[src/rtl/core_ctrl.sv]
// Multi-cycle FETCH/EXEC/WB sequencer for the RV32 datapath: owns pc, ir,
// the instruction-fetch handshake, next-pc selection, write enables and halt/fault.
module core_ctrl #(
   parameter logic [31:0] RESET_PC = 32'h8000_0000,
   parameter int unsigned TIMEOUT  = 255
) (
   input  logic        clk,
   input  logic        rst,
   output logic        imem_req,
   output logic [31:0] imem_addr,
   input  logic        imem_ready,
   input  logic [31:0] imem_rdata,
   output logic [31:0] pc,
   output logic [31:0] ir,
   input  logic [31:0] rs1_data,
   input  logic [31:0] imm,
   input  logic        br_taken,
   output logic        rf_wen,
   output logic [4:0]  rf_waddr,
   output logic        halted,
   output logic        err,
   output logic [31:0] instret
);

   localparam logic [2:0] S_IDLE  = 3'd0;
   localparam logic [2:0] S_FETCH = 3'd1;
   localparam logic [2:0] S_EXEC  = 3'd2;
   localparam logic [2:0] S_WB    = 3'd3;
   localparam logic [2:0] S_HALT  = 3'd4;

   localparam logic [6:0] OP_OP     = 7'b0110011;
   localparam logic [6:0] OP_OPIMM  = 7'b0010011;
   localparam logic [6:0] OP_LUI    = 7'b0110111;
   localparam logic [6:0] OP_AUIPC  = 7'b0010111;
   localparam logic [6:0] OP_JAL    = 7'b1101111;
   localparam logic [6:0] OP_JALR   = 7'b1100111;
   localparam logic [6:0] OP_BRANCH = 7'b1100011;

   localparam logic [31:0] EBREAK    = 32'h0010_0073;
   localparam logic [7:0]  WAIT_LAST = 8'(TIMEOUT - 1);

   logic [2:0]  state;
   logic [7:0]  wait_cnt;
   logic [31:0] next_pc_q;
   logic        misalign_q;
   logic        wb_wen_q;

   logic [6:0]  opcode;
   logic        is_wb_class;
   logic        is_branch;
   logic        is_ebreak;
   logic [31:0] next_pc;
   logic [31:0] seq_pc;

   // Instruction classification and next-pc selection, valid while ir is held in EXEC.
   always_comb begin
      opcode      = ir[6:0];
      is_ebreak   = (ir == EBREAK);
      is_branch   = (opcode == OP_BRANCH);
      is_wb_class = 1'b0;
      seq_pc      = pc + 32'd4;
      next_pc     = seq_pc;
      case (opcode)
         OP_OP, OP_OPIMM, OP_LUI, OP_AUIPC, OP_JAL, OP_JALR: is_wb_class = 1'b1;
         default:                                            is_wb_class = 1'b0;
      endcase
      case (opcode)
         OP_JAL:    next_pc = pc + imm;
         OP_JALR:   next_pc = (rs1_data + imm) & ~32'd1;
         OP_BRANCH: next_pc = br_taken ? (pc + imm) : seq_pc;
         default:   next_pc = seq_pc;
      endcase
   end

   always_ff @(posedge clk or negedge rst) begin
      if (!rst) begin
         state      <= S_IDLE;
         pc         <= RESET_PC;
         ir         <= '0;
         instret    <= '0;
         wait_cnt   <= '0;
         err        <= 1'b0;
         next_pc_q  <= '0;
         misalign_q <= 1'b0;
         wb_wen_q   <= 1'b0;
      end else begin
         // NOTE: sequential state uses non-blocking assignments only, so every
         // branch below sees the pre-edge values of pc, ir and wait_cnt.
         case (state)
            S_IDLE: begin
               wait_cnt <= '0;
               state    <= S_FETCH;
            end
            S_FETCH: begin
               if (imem_ready) begin
                  ir    <= imem_rdata;
                  state <= S_EXEC;
               end else if (wait_cnt == WAIT_LAST) begin
                  err   <= 1'b1;
                  state <= S_HALT;
               end else begin
                  wait_cnt <= wait_cnt + 8'd1;
               end
            end
            S_EXEC: begin
               if (is_ebreak) begin
                  state <= S_HALT;
               end else if (!(is_wb_class || is_branch)) begin
                  err   <= 1'b1;
                  state <= S_HALT;
               end else begin
                  // NOTE: EXEC results are registered so WB outputs depend on
                  // state only, never combinationally on datapath inputs.
                  next_pc_q  <= next_pc;
                  misalign_q <= |next_pc[1:0];
                  wb_wen_q   <= is_wb_class && (ir[11:7] != 5'd0) && (next_pc[1:0] == 2'b00);
                  state      <= S_WB;
               end
            end
            S_WB: begin
               if (misalign_q) begin
                  err   <= 1'b1;
                  state <= S_HALT;
               end else begin
                  pc       <= next_pc_q;
                  instret  <= instret + 32'd1;
                  wait_cnt <= '0;
                  state    <= S_FETCH;
               end
            end
            S_HALT: state <= S_HALT;
            default: begin
               err   <= 1'b1;
               state <= S_HALT;
            end
         endcase
      end
   end

   // Async reset returns state to IDLE, which drops rf_wen without waiting for a clock.
   assign imem_req  = (state == S_FETCH);
   assign imem_addr = pc;
   assign rf_wen    = (state == S_WB) && wb_wen_q;
   assign rf_waddr  = ir[11:7];
   assign halted    = (state == S_HALT);

endmodule

[config.mk]
export PLATFORM = sky130hd
export DESIGN_NAME = core_ctrl
export DESIGN_NICKNAME = d
export VERILOG_FILES = /design/src/rtl/core_ctrl.sv
export SDC_FILE = /design/constraint.sdc
export NUM_CORES = 1
export LEC_CHECK = 0
export ABC_AREA = 0
export BUFFER_PORTS_ARGS = -buffer_cell sky130_fd_sc_hd__buf_2
export CORE_AREA = 2 2 157 159
export DETAILED_ROUTE_END_ITERATION = 6
export DIE_AREA = 0 0 159 161
export PLACE_DENSITY = 0.71
export SETUP_SLACK_MARGIN = 0.4
export SYNTH_ARGS = -nofsm -noshare
export SYNTH_HDL_FRONTEND = slang
export SYNTH_SLANG_ARGS = --single-unit
[constraint.sdc]
create_clock -name clk -period 3.09 [get_ports clk]
set_input_delay 0.1545 -clock clk [delete_from_list [all_inputs] [get_ports clk]]
set_output_delay 0.1545 -clock clk [all_outputs]
set_load 0.02 [all_outputs]
* Yosys cells after proc, flatten, opt, wreduce, memory -nomap -nowiden
Cells that the tools add are included.
** Storage, ports and cells
- Flip-flop bits (word level) :: 142
- Bits of input ports :: 100
- Output and inout port bits :: 137
** Operators by class
- Add/sub/neg operators :: 5
- Equality and inequality tests :: 21
- Multiplexer cells :: 19
- Bitwise gates (word level) :: 3
- Reductions and logical operators :: 16
** Operator list (count)
- 32-bit case mux with 3 select lines :: 1
- 32-bit adder :: 2
- 32-bit by 1-bit adder with 32-bit output (second input constant) :: 1
- 32-bit by 3-bit adder with 32-bit output (second input constant) :: 1
- 32-bit by 21-bit == test with 1-bit output (second input constant) :: 1
- 32-bit two-way mux :: 1
- 8-bit two-way mux :: 3
- 8-bit case mux with 3 select lines :: 1
- 7-bit == test (second input constant) :: 3
- 3-bit two-way mux :: 5
- 7-bit by 5-bit == test with 1-bit output (second input constant) :: 2
- 7-bit by 6-bit == test with 1-bit output (second input constant) :: 2
- 2-bit inequality test (second input constant) :: 6
- 3-bit case mux with 4 select lines :: 1
- 8-bit by 1-bit adder with 8-bit output (second input constant) :: 1
- 8-bit == test (second input constant) :: 1
- 3-bit by 2-bit == test with 1-bit output (second input constant) :: 2
- 1-bit two-way mux :: 6
- 6-bit AND reduction :: 1
- 6-bit OR reduction :: 1
- 5-bit nonzero test :: 1
- 1-bit case mux with 4 select lines :: 1
- 2-bit AND reduction :: 2
- 4-bit AND reduction :: 1
- 12 further kinds :: 17

* Longest topological paths before layout
Gate-level depths: netlist of the first run.
- Depth after elaboration :: 7
- Mapped depth :: 10
- Gate-level depth less buffers :: 10

* Least setup slack after synthesis of the first run
Ideal clock, no wire load.
- Path kind :: reg-to-reg
- Start :: reg pc[0] (netlist: imem_addr[0])
- End :: reg next_pc_q[24]
- Data arrival time :: 2.672 ns
- Data required time :: 3.002 ns
- Path slack :: 0.330 ns
- Stages on the path, launching flop included :: 11
- Buffers on the path :: 0
- Cells stage by stage :: dfrtp_1 ha_1 fa_1 a211oi_2 o21ai_0 a21oi_1 a211oi_1 o2111a_1 nor4b_1 o21ai_0 a41oi_1
** On the way
- Longest elaborated chain between the ends :: 3
- Elaborated cells between the ends (all ways) :: 4
- Classes of those cells :: add/sub (2); mux (2)
** Ends and longest elaborated chain
- start: declaration :: RTL line 13 : output logic [31:0] pc,
- start signal: assignment :: RTL line 125 : pc <= next_pc_q;
- 32-bit by 3-bit adder with 32-bit output or 32-bit adder (tied branches) :: RTL line 61, 68, 70
- 32-bit two-way mux :: RTL line 70 : OP_BRANCH: next_pc = br_taken ? (pc + imm) : seq_pc;
- 32-bit case mux with 3 select lines (*) :: RTL line 67 : case (opcode)
- end signal: assignment :: RTL line 114 : next_pc_q <= next_pc;
- end: declaration :: RTL line 44 : logic [31:0] next_pc_q;
Mark *: on every way between the ends. The rest lies on a longest branch, timed or not.
A chain may end at the register's enable or synchronous reset.

* Worst setup path after layout of the first run
- Start :: reg pc[6] (netlist: imem_addr[6])
- End :: reg next_pc_q[27]
The elaborated chain is that of the path after synthesis.

==> out/qor.txt, run 1 <==
Peak VDD IR = 0.297 mV
f_max = 385 MHz
Max transition margin = 0.430
diodes inserted = 0
leading area contributor after synthesis = dfrtp_1
Final Cell Area = 0.0131 mm²
CP Cell Sequence = ha_4 > a21o_1 > a21o_1 > a21o_1 > a221oi_4 > o31ai_1 > buf_4 > nor4b_1 > o32ai_1 > nand3_1
Design Power = 4670 µW
Layout area overhead = 23.9%
placed cells = 1650
Slew @ Worst Pin = 846 ps
r2r worst-path depth = 10
vias in the first global route = 9572
clk buf depth = 2
WL per Instance = 18.5 µm
final wirelength = 31800 µm
syn_nets = 1316
Hold Crit Class = in -> reg
clock skew = 8.78 ps
Starting DRT DRC Count = 688
flip-flop and latch count after synthesis = 142
register area share after synthesis = 0.337
critical path arrival = 2900 ps
initial antenna violation count = 0
largest net degree at the start of global routing = 68
residual DRC count = 0
layout cells sized above 1 = 0.308
detailed placer's ending HPWL = 23400 µm
clock slew at reported path FFs = 70 ps
Cells after Synth = 1149
power per cell area = 357 mW/mm²
antenna viol nets, final = 0
Final Max Tran Viols = 0
cell row count = 57
met1 usage = 0.335
Post-DP Area = 0.0119 mm²
post-synth top area share = 0.335
Post-synth EDFFs = 0
post-synth cell types = 83
ys flop type = dfrtp_1
clk root buf = clkbuf_16
worst hold path cell count = 4
IO Port Bufs = 236
TritonRoute pass-1 iters = 7
NumNets Final = 1553
mapped cell area = 0.0105 mm²
via count = 9828
total core area = 0.0240 mm²
final std cells w/o fill = 1723
most used cell, CP = a21o_1
die width = 159 µm
critical path's largest stage delay = 430 ps
status = finished clean
Pleak = 0.00649 µW
worst hold margin = 97.0 ps
Die Span Y = 161 µm
Synth async-reset ratio = 1.00
CP Capture Type = flip-flop
GPL Wtd Cong = 0.892
Filler cells = 2209
GRT Util Overall = 0.248
Final Hold Vio Count = 0
setup violators final = 0
H-tree depth = 4
Die ar. = 0.0256 mm²
crit path kind = reg -> reg
slowest CP cell = dfrtp_2
ranking of synthesized cells by area = dfrtp_1 (33%), ha_1 (7.7%), mux2_2 (7.0%)
GR Overflow Total = 0
post-layout min period = 2600 ps
setup TNS = 0 ps
clk sinks = 142
CTS Buf Count = 17
Critical Path Start Type = flip-flop
Max Cap Viol = 0
worst-path maximum fanout = 5
GR peak layer = met2
global-route wire length before repair = 51100 µm
I/O Pins = 237
Starting Density = 0.440
period utilisation layout = 0.840
RSZ-0062 raised after global routing = yes
Skew-Pair Late Insertion Delay = 430 ps
CTS tree = yes
GR Layer Usage met2 = 0.407
Syn Area/Cell = 9.18 µm²
vias per cell = 5.70
routing usage on met3 = 0.0385
Worst EP required = 3390 ps
Synth warnings = 0
## cell type report
type,count,area (µm²),area share
well taps,324,405,0.0310
multi-input cells,909,6640,0.508
repair buffers,304,1810,0.138
clock buffers,18,429,0.0329
inverters,12,45.0,0.00345
flip-flops and latches,142,3560,0.273
clock inverters,14,173,0.0132
## state kept, by name (all words and copies together), names as in the netlist
register,count
instret,32
wb_wen_q,1
state,3
imem_addr,32
ir,32
err,1
next_pc_q,32
wait_cnt,8
misalign_q,1
## per-stage QoR
step | utilization | setup slack [ps]
2_1_floorplan | - | 424
3_5_place_dp | 0.496 | 173
3_3_place_gp | 0.496 | 246
4_1_cts | 0.539 | 392
5_1_grt | 0.545 | 342
6_report | 0.545 | 494
## cells by family (layout without fill, tap and decap cells)
kind of cell	Yosys count	count (layout)	synth area share
AO/OA/AOI/OAI	304	304	0.193
XOR/XNOR	102	102	0.0847
adder cells (fa/ha/maj)	67	67	0.0809
buffers and inverters	98	348	0.0507
flip-flops	142	142	0.337
multiplexers	75	75	0.0790
AND/OR/NAND/NOR	361	361	0.175
## synth_stat cells, types with 12 or more instances
cell type,instances
o21bai_1,12
ha_1,65
xor2_1,44
a21o_1,36
o21ai_0,68
dfrtp_1,141
nor3_1,19
nand2_1,106
and2_1,12
mux2_2,66
and3_1,26
a221oi_1,12
clkbuf_1,36
xnor2_1,58
a21oi_1,77
inv_1,12
nand4_1,27
nand3_1,32
and4_1,12
buf_4,37
nor2_1,74
## critical path, delay by kind of cell, from the launching register on
| kind | cells | cell delay, ps |
|---|---|---|
| buffers and inverters | 1 | 170 |
| adder cells (fa/ha/maj) | 1 | 270 |
| flip-flops | 1 | 430 |
| AND/OR/NAND/NOR | 2 | 260 |
| AO/OA/AOI/OAI | 6 | 1330 |
## layer usage
metal,share of wire,wire [µm]
met1,0.44,14000
met2,0.47,15000
met3,0.064,2050
met4,0.024,752
met5,0,0
## worst paths after layout
path | endpoint | start | slack (ps)
worst min register to register | err | err | 460
worst max-delay path | next_pc_q[27] | imem_addr[6] | 490
min in group asynchronous | next_pc_q[11] | rst | 320
max in group asynchronous | next_pc_q[26] | rst | 1990
worst min-delay path | state[2] | imem_ready | 100
worst max register to register | next_pc_q[27] | imem_addr[6] | 490
## where the power goes
part           leakage (µW)  switching [µW]  internal [µW]
Combinational       0.00437             377            269
Sequential          0.00182            6.18           1870
Clock              0.000290             927           1220
## cells in the final DEF (no fill, tap or decap), types with 6 or more instances in the layout
| master | instances |
|---|---|
| ha_1 | 50 |
| ha_4 | 6 |
| o22ai_1 | 8 |
| and3_1 | 26 |
| a21oi_1 | 74 |
| buf_2 | 235 |
| inv_1 | 12 |
| a221oi_1 | 11 |
| nor3_1 | 18 |
| a211oi_1 | 8 |
| nand2_1 | 106 |
| o21ai_0 | 62 |
| buf_4 | 33 |
| a21o_1 | 36 |
| dlygate4sd3_1 | 33 |
| dfrtp_1 | 134 |
| and4_1 | 12 |
| nand2b_1 | 7 |
| nand4_1 | 27 |
| o21bai_1 | 12 |
| o21a_1 | 10 |
| xor2_1 | 44 |
| and2_1 | 12 |
| xnor2_1 | 58 |
| a31oi_1 | 8 |
| o21ai_1 | 8 |
| mux2_2 | 66 |
| dfrtp_2 | 7 |
| or2_2 | 6 |
| a222oi_1 | 7 |
| nand3_1 | 32 |
| nor2_1 | 74 |
| nor4_1 | 6 |
| mux2i_1 | 9 |
| clkbuf_16 | 17 |
| ha_2 | 9 |
## what timing repair did
action	4_1_cts	5_1_grt
gates resized for setup	17	27
pin swaps	4	12
hold endpoints to repair	96	0
setup buffers	2	6
setup endpoints to repair	9	16
hold buffers	33	0
Power figures use the tool's default switching activity.
==> run 2, diff against run 1 <==
- clock period: 3.09 -> 2.58 ns (I/O delays scaled with it)
==> run 2 against run 1 <==
  * Register-to-register slack lost 470 ps
  * Clock skew up 4.1 ps
  * Clock-buffer cell count unchanged
  * Largest power group unchanged
  * Cell count rose by 6.3%
==> out/qor.txt, run 2 (synthesized netlist as in run 1, its figures left out) <==
IO Port Bufs = 236 (unchanged)
clk buf depth = 2 (unchanged)
Clk network pwr share = 0.442 (was 0.461)
commonest non-fill, non-tap cell in the layout = buf_2 (unchanged)
status = finished clean (unchanged)
die width = 159 µm (unchanged)
Starting DRT DRC Count = 850 (was 688)
clock skew = 12.9 ps (was 8.78 ps)
CP Capture Type = flip-flop (unchanged)
Die Span Y = 161 µm (unchanged)
f_max = 391 MHz (was 385 MHz)
total core area = 0.0240 mm² (unchanged)
Worst path depth = 11 (was 10)
power per cell area = 388 mW/mm² (was 357 mW/mm²)
setup violators final = 0 (unchanged)
placed cells = 1723 (was 1650)
crit path kind = reg -> reg (unchanged)
layout cells sized above 1 = 0.416 (was 0.308)
RSZ-0062 raised after global routing = yes (unchanged)
internal power = 3950 µW (was 3360 µW)
Comb pwr share = 0.159 (was 0.139)
critical path arrival = 2860 ps (was 2900 ps)
final std cells w/o fill = 1832 (was 1723)
Post-DP Area = 0.0127 mm² (was 0.0119 mm²)
Sequential Power Share = 0.399 (was 0.401)
clk sinks = 142 (unchanged)
GR Overflow Total = 0 (unchanged)
setup TNS = 0 ps (unchanged)
cell row count = 57 (unchanged)
Peak VDD IR = 0.373 mV (was 0.297 mV)
crit path buf inv count = 1 (unchanged)
Design Power = 5620 µW (was 4670 µW)
Critical Path Start Type = flip-flop (unchanged)
GPL Wtd Cong = 0.903 (was 0.892)
Layout area overhead = 37.6% (was 23.9%)
CP delay by family, top = compound AO/OA/AOI/OAI gates (unchanged)
Die ar. = 0.0256 mm² (unchanged)
Filler cells = 2021 (was 2209)
Starting Density = 0.440 (unchanged)
Hold Crit Class = in -> reg (unchanged)
TritonRoute pass-1 iters = 7 (unchanged)
slowest CP cell = dfrtp_2 (unchanged)
H-tree depth = 4 (unchanged)
initial antenna violation count = 0 (unchanged)
largest net degree at the start of global routing = 51 (was 68)
diodes inserted = 0 (unchanged)
r2r worst-path depth = 11 (was 10)
worst r2r src = imem_addr[0] (was imem_addr[6])
global-route wire length before repair = 52900 µm (was 51100 µm)
post-layout min period = 2560 ps (was 2600 ps)
CTS Buf Count = 17 (unchanged)
NumNets Final = 1662 (was 1553)
I/O Pins = 237 (unchanged)
Skew-Pair Late Insertion Delay = 440 ps (was 430 ps)
clock slew at reported path FFs = 70 ps (about the same)
sw power = 1670 µW (was 1310 µW)
period utilisation layout = 0.992 (was 0.840)
highest-count cells in the layout ignoring fill and taps = buf_2 (235), buf_4 (134), dfrtp_1 (119) (was buf_2 (235), dfrtp_1 (134), nand2_1 (106))
residual DRC count = 0 (unchanged)
via count = 10400 (was 9828)
worst-path maximum fanout = 3 (was 5)
Pleak = 0.00714 µW (was 0.00649 µW)
Max Cap Viol = 0 (unchanged)
WL per Instance = 18.7 µm (was 18.5 µm)
switching part of the total = 0.298 (was 0.281)
antenna viol nets, final = 0 (unchanged)
vias per cell = 5.70 (about the same)
clk root buf = clkbuf_16 (unchanged)
Final Max Tran Viols = 0 (unchanged)
HP Start = imem_ready (unchanged)
detailed placer's ending HPWL = 24100 µm (was 23400 µm)
GRT Util Overall = 0.257 (was 0.248)
final wirelength = 34300 µm (was 31800 µm)
vias in the first global route = 10200 (was 9572)
worst hold path cell count = 4 (unchanged)
Final Cell Area = 0.0145 mm² (was 0.0131 mm²)
crit path from = imem_addr[0] (was imem_addr[6])
CP Cell Sequence = ha_4 > fa_2 > a211oi_4 > o21ai_2 > a21oi_2 > a211oi_2 > o2111a_2 > buf_4 > nor3_2 > nand3b_1 > a31oi_1 (was ha_4 > a21o_1 > a21o_1 > a21o_1 > a221oi_4 > o31ai_1 > buf_4 > nor4b_1 > o32ai_1 > nand3_1)
Worst EP required = 2880 ps (was 3390 ps)
critical path's largest stage delay = 430 ps (about the same)
Slew @ Worst Pin = 771 ps (was 846 ps)
worst hold margin = 78.2 ps (was 97.0 ps)
CTS tree = yes (unchanged)
Final Hold Vio Count = 0 (unchanged)
Max transition margin = 0.485 (was 0.430)
==> run 2: changes by cell type in the layout (fill, tap and decap cells not counted), moves of 13 or more <==
cell,delta
dfrtp_1,-15
o21ai_0,-16
dfrtp_2,+15
o21ai_1,+14
a21oi_1,-13
buf_4,+101
==> run 2: worst reg2reg max path, delay by kind of cell (launching register included) <==
kind,cells,cell delay (ps)
adders and majority gates,2,530
AOI/OAI and AO/OA,6,1030
DFF,1,430
buffers and inverters,1,150
and+or+nand+nor,2,280
==> run 2: power groups by stage <==
stage	logic, µW	registers (µW)	clock network, µW
final	895	2240	2490
after global routing	963	2240	2620
after CTS	858	2240	2520
after detailed placement	796	2280	0
after global placement	790	2280	0
after floorplan	456	2280	0
==> run 2: path summary, 6_finish.rpt <==
kind                                 end  slack [ps]
setup / recovery           next_pc_q[20]          20
hold / removal                  state[2]          80
setup reg to reg           next_pc_q[20]          20
hold reg to reg                      err         470
max in group asynchronous          ir[3]        1610
min in group asynchronous  imem_addr[12]         200
==> run 2: stage by stage <==
step / util / setup slack (ps)
2_1_floorplan: - / 10.7
3_3_place_gp: 0.531 / -92.9
3_5_place_dp: 0.531 / -142
4_1_cts: 0.588 / 63.9
5_1_grt: 0.605 / -85.9
6_report: 0.605 / 19.9
==> run 2: final cells by class <==
| type | instances | area [µm²] | share of cell area |
|---|---|---|---|
| clock inverters | 14 | 141 | 0.00975 |
| inverters | 12 | 45.0 | 0.00311 |
| multi-input cells | 909 | 7220 | 0.497 |
| clock buffers | 18 | 439 | 0.0303 |
| flip-flops and latches | 142 | 3580 | 0.247 |
| repair buffers | 413 | 2680 | 0.184 |
| well taps | 324 | 405 | 0.0279 |
==> run 2: layer usage <==
layer / vias to the layer above / share of wire / track usage
met2: 468 / 0.48 / 0.431
met4: 0 / 0.031 / 0.0975
met1: 4967 / 0.43 / 0.331
met5: - / 0 / 0
li1: 4920 / - / -
met3: 94 / 0.067 / 0.0485
==> run 2: timing repair <==
item / in CTS / in global routing
hold buffers: 33 / 0
setup buffers: 26 / 17
pin swaps: 32 / 42
endpoints found under the setup margin: 31 / 40
endpoints found under the hold margin: 73 / 0
resized for setup: 57 / 63
gates cloned: 0 / 1
==> run 3, diff against run 2 <==
- ABC_AREA: 0 -> 1
- CORE_AREA: 2 2 157 159 -> 2 2 166 168
- CTS_CLUSTER_SIZE: unset -> 14
- DIE_AREA: 0 0 159 161 -> 0 0 168 170
- PLACE_DENSITY: 0.71 -> 0.72
==> run 3 against run 2 <==
  * Wire length increased by 26%
  * Maximum frequency increased by 19%
  * Sequential cell count unchanged
  * Critical path type unchanged
==> out/qor.txt, run 3 <==
status = finished clean (unchanged)
largest net degree at the start of global routing = 66 (was 51)
flip-flop and latch count after synthesis = 142 (unchanged)
Pleak = 0.00822 µW (was 0.00714 µW)
Starting Density = 0.448 (was 0.440)
RSZ-0062 raised after global routing = yes (unchanged)
final setup margin = 435 ps (was 19.9 ps)
synth cell count leaders = nand2_1 (617), inv_1 (272), nor2_1 (159) (was dfrtp_1 (141), nand2_1 (106), a21oi_1 (77))
die width = 168 µm (was 159 µm)
Post-Place Worst Slack = 247 ps (was -142 ps)
highest-count cells in the layout ignoring fill and taps = nand2_1 (595), inv_1 (271), buf_2 (235) (was buf_2 (235), buf_4 (134), dfrtp_1 (119))
period utilisation layout = 0.832 (was 0.992)
vias in the first global route = 12400 (was 10200)
Compound-Gate Fraction of Synth Area = 0.106 (was 0.193)
worst-path maximum fanout = 5 (was 3)
IO Port Bufs = 236 (unchanged)
Filler cells = 2519 (was 2021)
Synth Area in XOR/XNOR = 0.0352 (was 0.0847)
Layout area overhead = 26.4% (was 37.6%)
syn_nets = 2033 (was 1316)
critical path arrival = 2480 ps (was 2860 ps)
mapped cell area = 0.0119 mm² (was 0.0105 mm²)
global-route wire length before repair = 66500 µm (was 52900 µm)
Final Hold Vio Count = 0 (unchanged)
via count = 13300 (was 10400)
crit path kind = reg -> reg (unchanged)
Cells after Synth = 1866 (was 1149)
post-layout min period = 2150 ps (was 2560 ps)
initial antenna violation count = 0 (unchanged)
Syn Area/Cell = 6.39 µm² (was 9.18 µm²)
CTS tree = yes (unchanged)
Peak VDD IR = 0.665 mV (was 0.373 mV)
detailed placer's ending HPWL = 33500 µm (was 24100 µm)
clock slew at reported path FFs = 70 ps (about the same)
Hold Crit Class = in -> reg (unchanged)
Synth async-reset ratio = 1.00 (unchanged)
Synth Area in Simple Gates = 0.368 (was 0.175)
portion of netlist area occupied by mux cells = 0 (was 0.0790)
setup TNS = 0 ps (unchanged)
Skew-Pair Late Insertion Delay = 440 ps (about the same)
Max Cap Viol = 0 (unchanged)
layout cells sized above 1 = 0.219 (was 0.416)
I/O Pins = 237 (unchanged)
f_max = 466 MHz (was 391 MHz)
WL per Instance = 17.4 µm (was 18.7 µm)
antenna viol nets, final = 0 (unchanged)
largest family of logic cells by synthesized area = simple AND/OR/NAND/NOR gates (was compound AO/OA/AOI/OAI gates)
clk root buf = clkbuf_16 (unchanged)
most frequent cell after synthesis = nand2_1 (was dfrtp_1)
area of the multi-input gates = 0.00752 mm² (was 0.00722 mm²)
GPL Wtd Cong = 1.04 (was 0.903)
final wirelength = 43400 µm (was 34300 µm)
Final Cell Area = 0.0151 mm² (was 0.0145 mm²)
power per cell area = 494 mW/mm² (was 388 mW/mm²)
clk sinks = 142 (unchanged)
register area share after synthesis = 0.298 (was 0.337)
critical path's largest stage delay = 460 ps (was 430 ps)
ys flop type = dfrtp_1 (unchanged)
cell row count = 60 (was 57)
diodes inserted = 0 (unchanged)
commonest non-fill, non-tap cell in the layout = nand2_1 (was buf_2)
Post-DP Area = 0.0135 mm² (was 0.0127 mm²)
register cell area after layout = 0.00357 mm² (was 0.00358 mm²)
Post-synth EDFFs = 0 (unchanged)
GRT Util Overall = 0.301 (was 0.257)
Synth warnings = 0 (unchanged)
Die Span Y = 170 µm (was 161 µm)
Max transition margin = 0.555 (was 0.485)
ranking of synthesized cells by area = dfrtp_1 (30%), nand2_1 (19%), inv_1 (8.6%) (was dfrtp_1 (33%), ha_1 (7.7%), mux2_2 (7.0%))
CP Cell Sequence = buf_4 > nand2_1 > nor2_1 > nand2_1 > nor2_1 > nand4_1 > o21ai_0 > o21ai_0 > nand3b_1 > nand2_1 > inv_1 (was ha_4 > fa_2 > a211oi_4 > o21ai_2 > a21oi_2 > a211oi_2 > o2111a_2 > buf_4 > nor3_2 > nand3b_1 > a31oi_1)
CP Capture Type = flip-flop (unchanged)
most used cell, CP = nand2_1
leading area contributor after synthesis = dfrtp_1 (unchanged)
CTS Buf Count = 17 (unchanged)
NumNets Final = 2309 (was 1662)
residual DRC count = 0 (unchanged)
vias per cell = 5.34 (was 5.70)
clk buf depth = 2 (unchanged)
post-synth top area share = 0.296 (was 0.335)
clock skew = 12.6 ps (was 12.9 ps)
crit path buf inv count = 2 (was 1)
Starting DRT DRC Count = 1451 (was 850)
Final Max Tran Viols = 0 (unchanged)
CP delay by family, top = simple AND/OR/NAND/NOR gates (was compound AO/OA/AOI/OAI gates)
slowest CP cell = dfrtp_1 (was dfrtp_2)
H-tree depth = 4 (unchanged)
post-synth cell types = 44 (was 83)
Slew @ Worst Pin = 667 ps (was 771 ps)
GR Overflow Total = 0 (unchanged)
TritonRoute pass-1 iters = 6 (was 7)
Worst EP required = 2920 ps (was 2880 ps)
total core area = 0.0267 mm² (was 0.0240 mm²)
Critical Path Start Type = flip-flop (unchanged)
Die ar. = 0.0286 mm² (was 0.0256 mm²)
synthesized-area fraction occupied by adder cells = 0.0715 (was 0.0809)
setup violators final = 0 (unchanged)
==> run 3: tightest hold or removal path: cells and delay by family <==
kind                       cells  cell delay (ps)
AOI/OAI and AO/OA              1               80
adders and majority gates      1              160
buffers and inverters          1              140
and+or+nand+nor                2              140
==> run 3: path summary, 6_finish.rpt <==
kind | startpoint | cells past startpoint | slack, ps | to
max | imem_addr[11] | 11 | 430 | next_pc_q[20]
min | imm[6] | 5 | 250 | next_pc_q[6]
max reg2reg | imem_addr[11] | 11 | 430 | next_pc_q[20]
min reg2reg | next_pc_q[8] | 2 | 480 | imem_addr[8]
max in group asynchronous | rst | 3 | 1420 | imem_addr[2]
min in group asynchronous | rst | 2 | 280 | instret[15]
==> run 3: kinds of logic (layout without fill, tap and decap cells) <==
| kind of cell | after synthesis | after routing |
|---|---|---|
| buffers and inverters | 347 | 636 |
| xor gates and xnor gates | 48 | 48 |
| and+or+nand+nor | 1029 | 1029 |
| adders and majority gates | 67 | 67 |
| AOI/OAI and AO/OA | 233 | 233 |
| DFF | 142 | 142 |
==> run 3: stage by stage <==
stage          hold slack, ps  total power, µW   util  instances
3_5_place_dp              194             4910  0.506       2418
2_1_floorplan            -167             4180      -       1866
4_1_cts                   255             7390  0.542       2486
5_1_grt                   277             7850  0.566       2496
6_report                  250             7460  0.566       2496
3_3_place_gp              189             4870  0.506       2418
==> run 3: final cells by class <==
| class | count | share of cell area |
|---|---|---|
| multi-input cells | 1377 | 0.499 |
| flip-flops and latches | 142 | 0.237 |
| repair buffers | 323 | 0.128 |
| inverters | 281 | 0.0702 |
| clock buffers | 19 | 0.0294 |
| well taps | 341 | 0.0283 |
| clock inverters | 13 | 0.00854 |
==> run 3: what timing repair did <==
item	in CTS	in global routing
resized for setup	11	119
hold buffers	34	0
setup endpoints to repair	18	27
hold endpoints to repair	95	0
gates cloned	0	0
buffers inserted	2	10
pin swaps	0	11
==> run 3: metal layers <==
| layer | vias up | part of all wire | track usage |
|---|---|---|---|
| met4 | 0 | 0.051 | 0.157 |
| li1 | 6483 | - | - |
| met2 | 674 | 0.44 | 0.465 |
| met1 | 6065 | 0.41 | 0.389 |
| met5 | - | 0 | 0 |
| met3 | 104 | 0.097 | 0.0753 |
==> run 3: report_power, final <==
part,total [µW],switching (µW),internal [µW]
Sequential,2840,288,2550
Combinational,2180,1440,740
Clock,2440,1070,1370
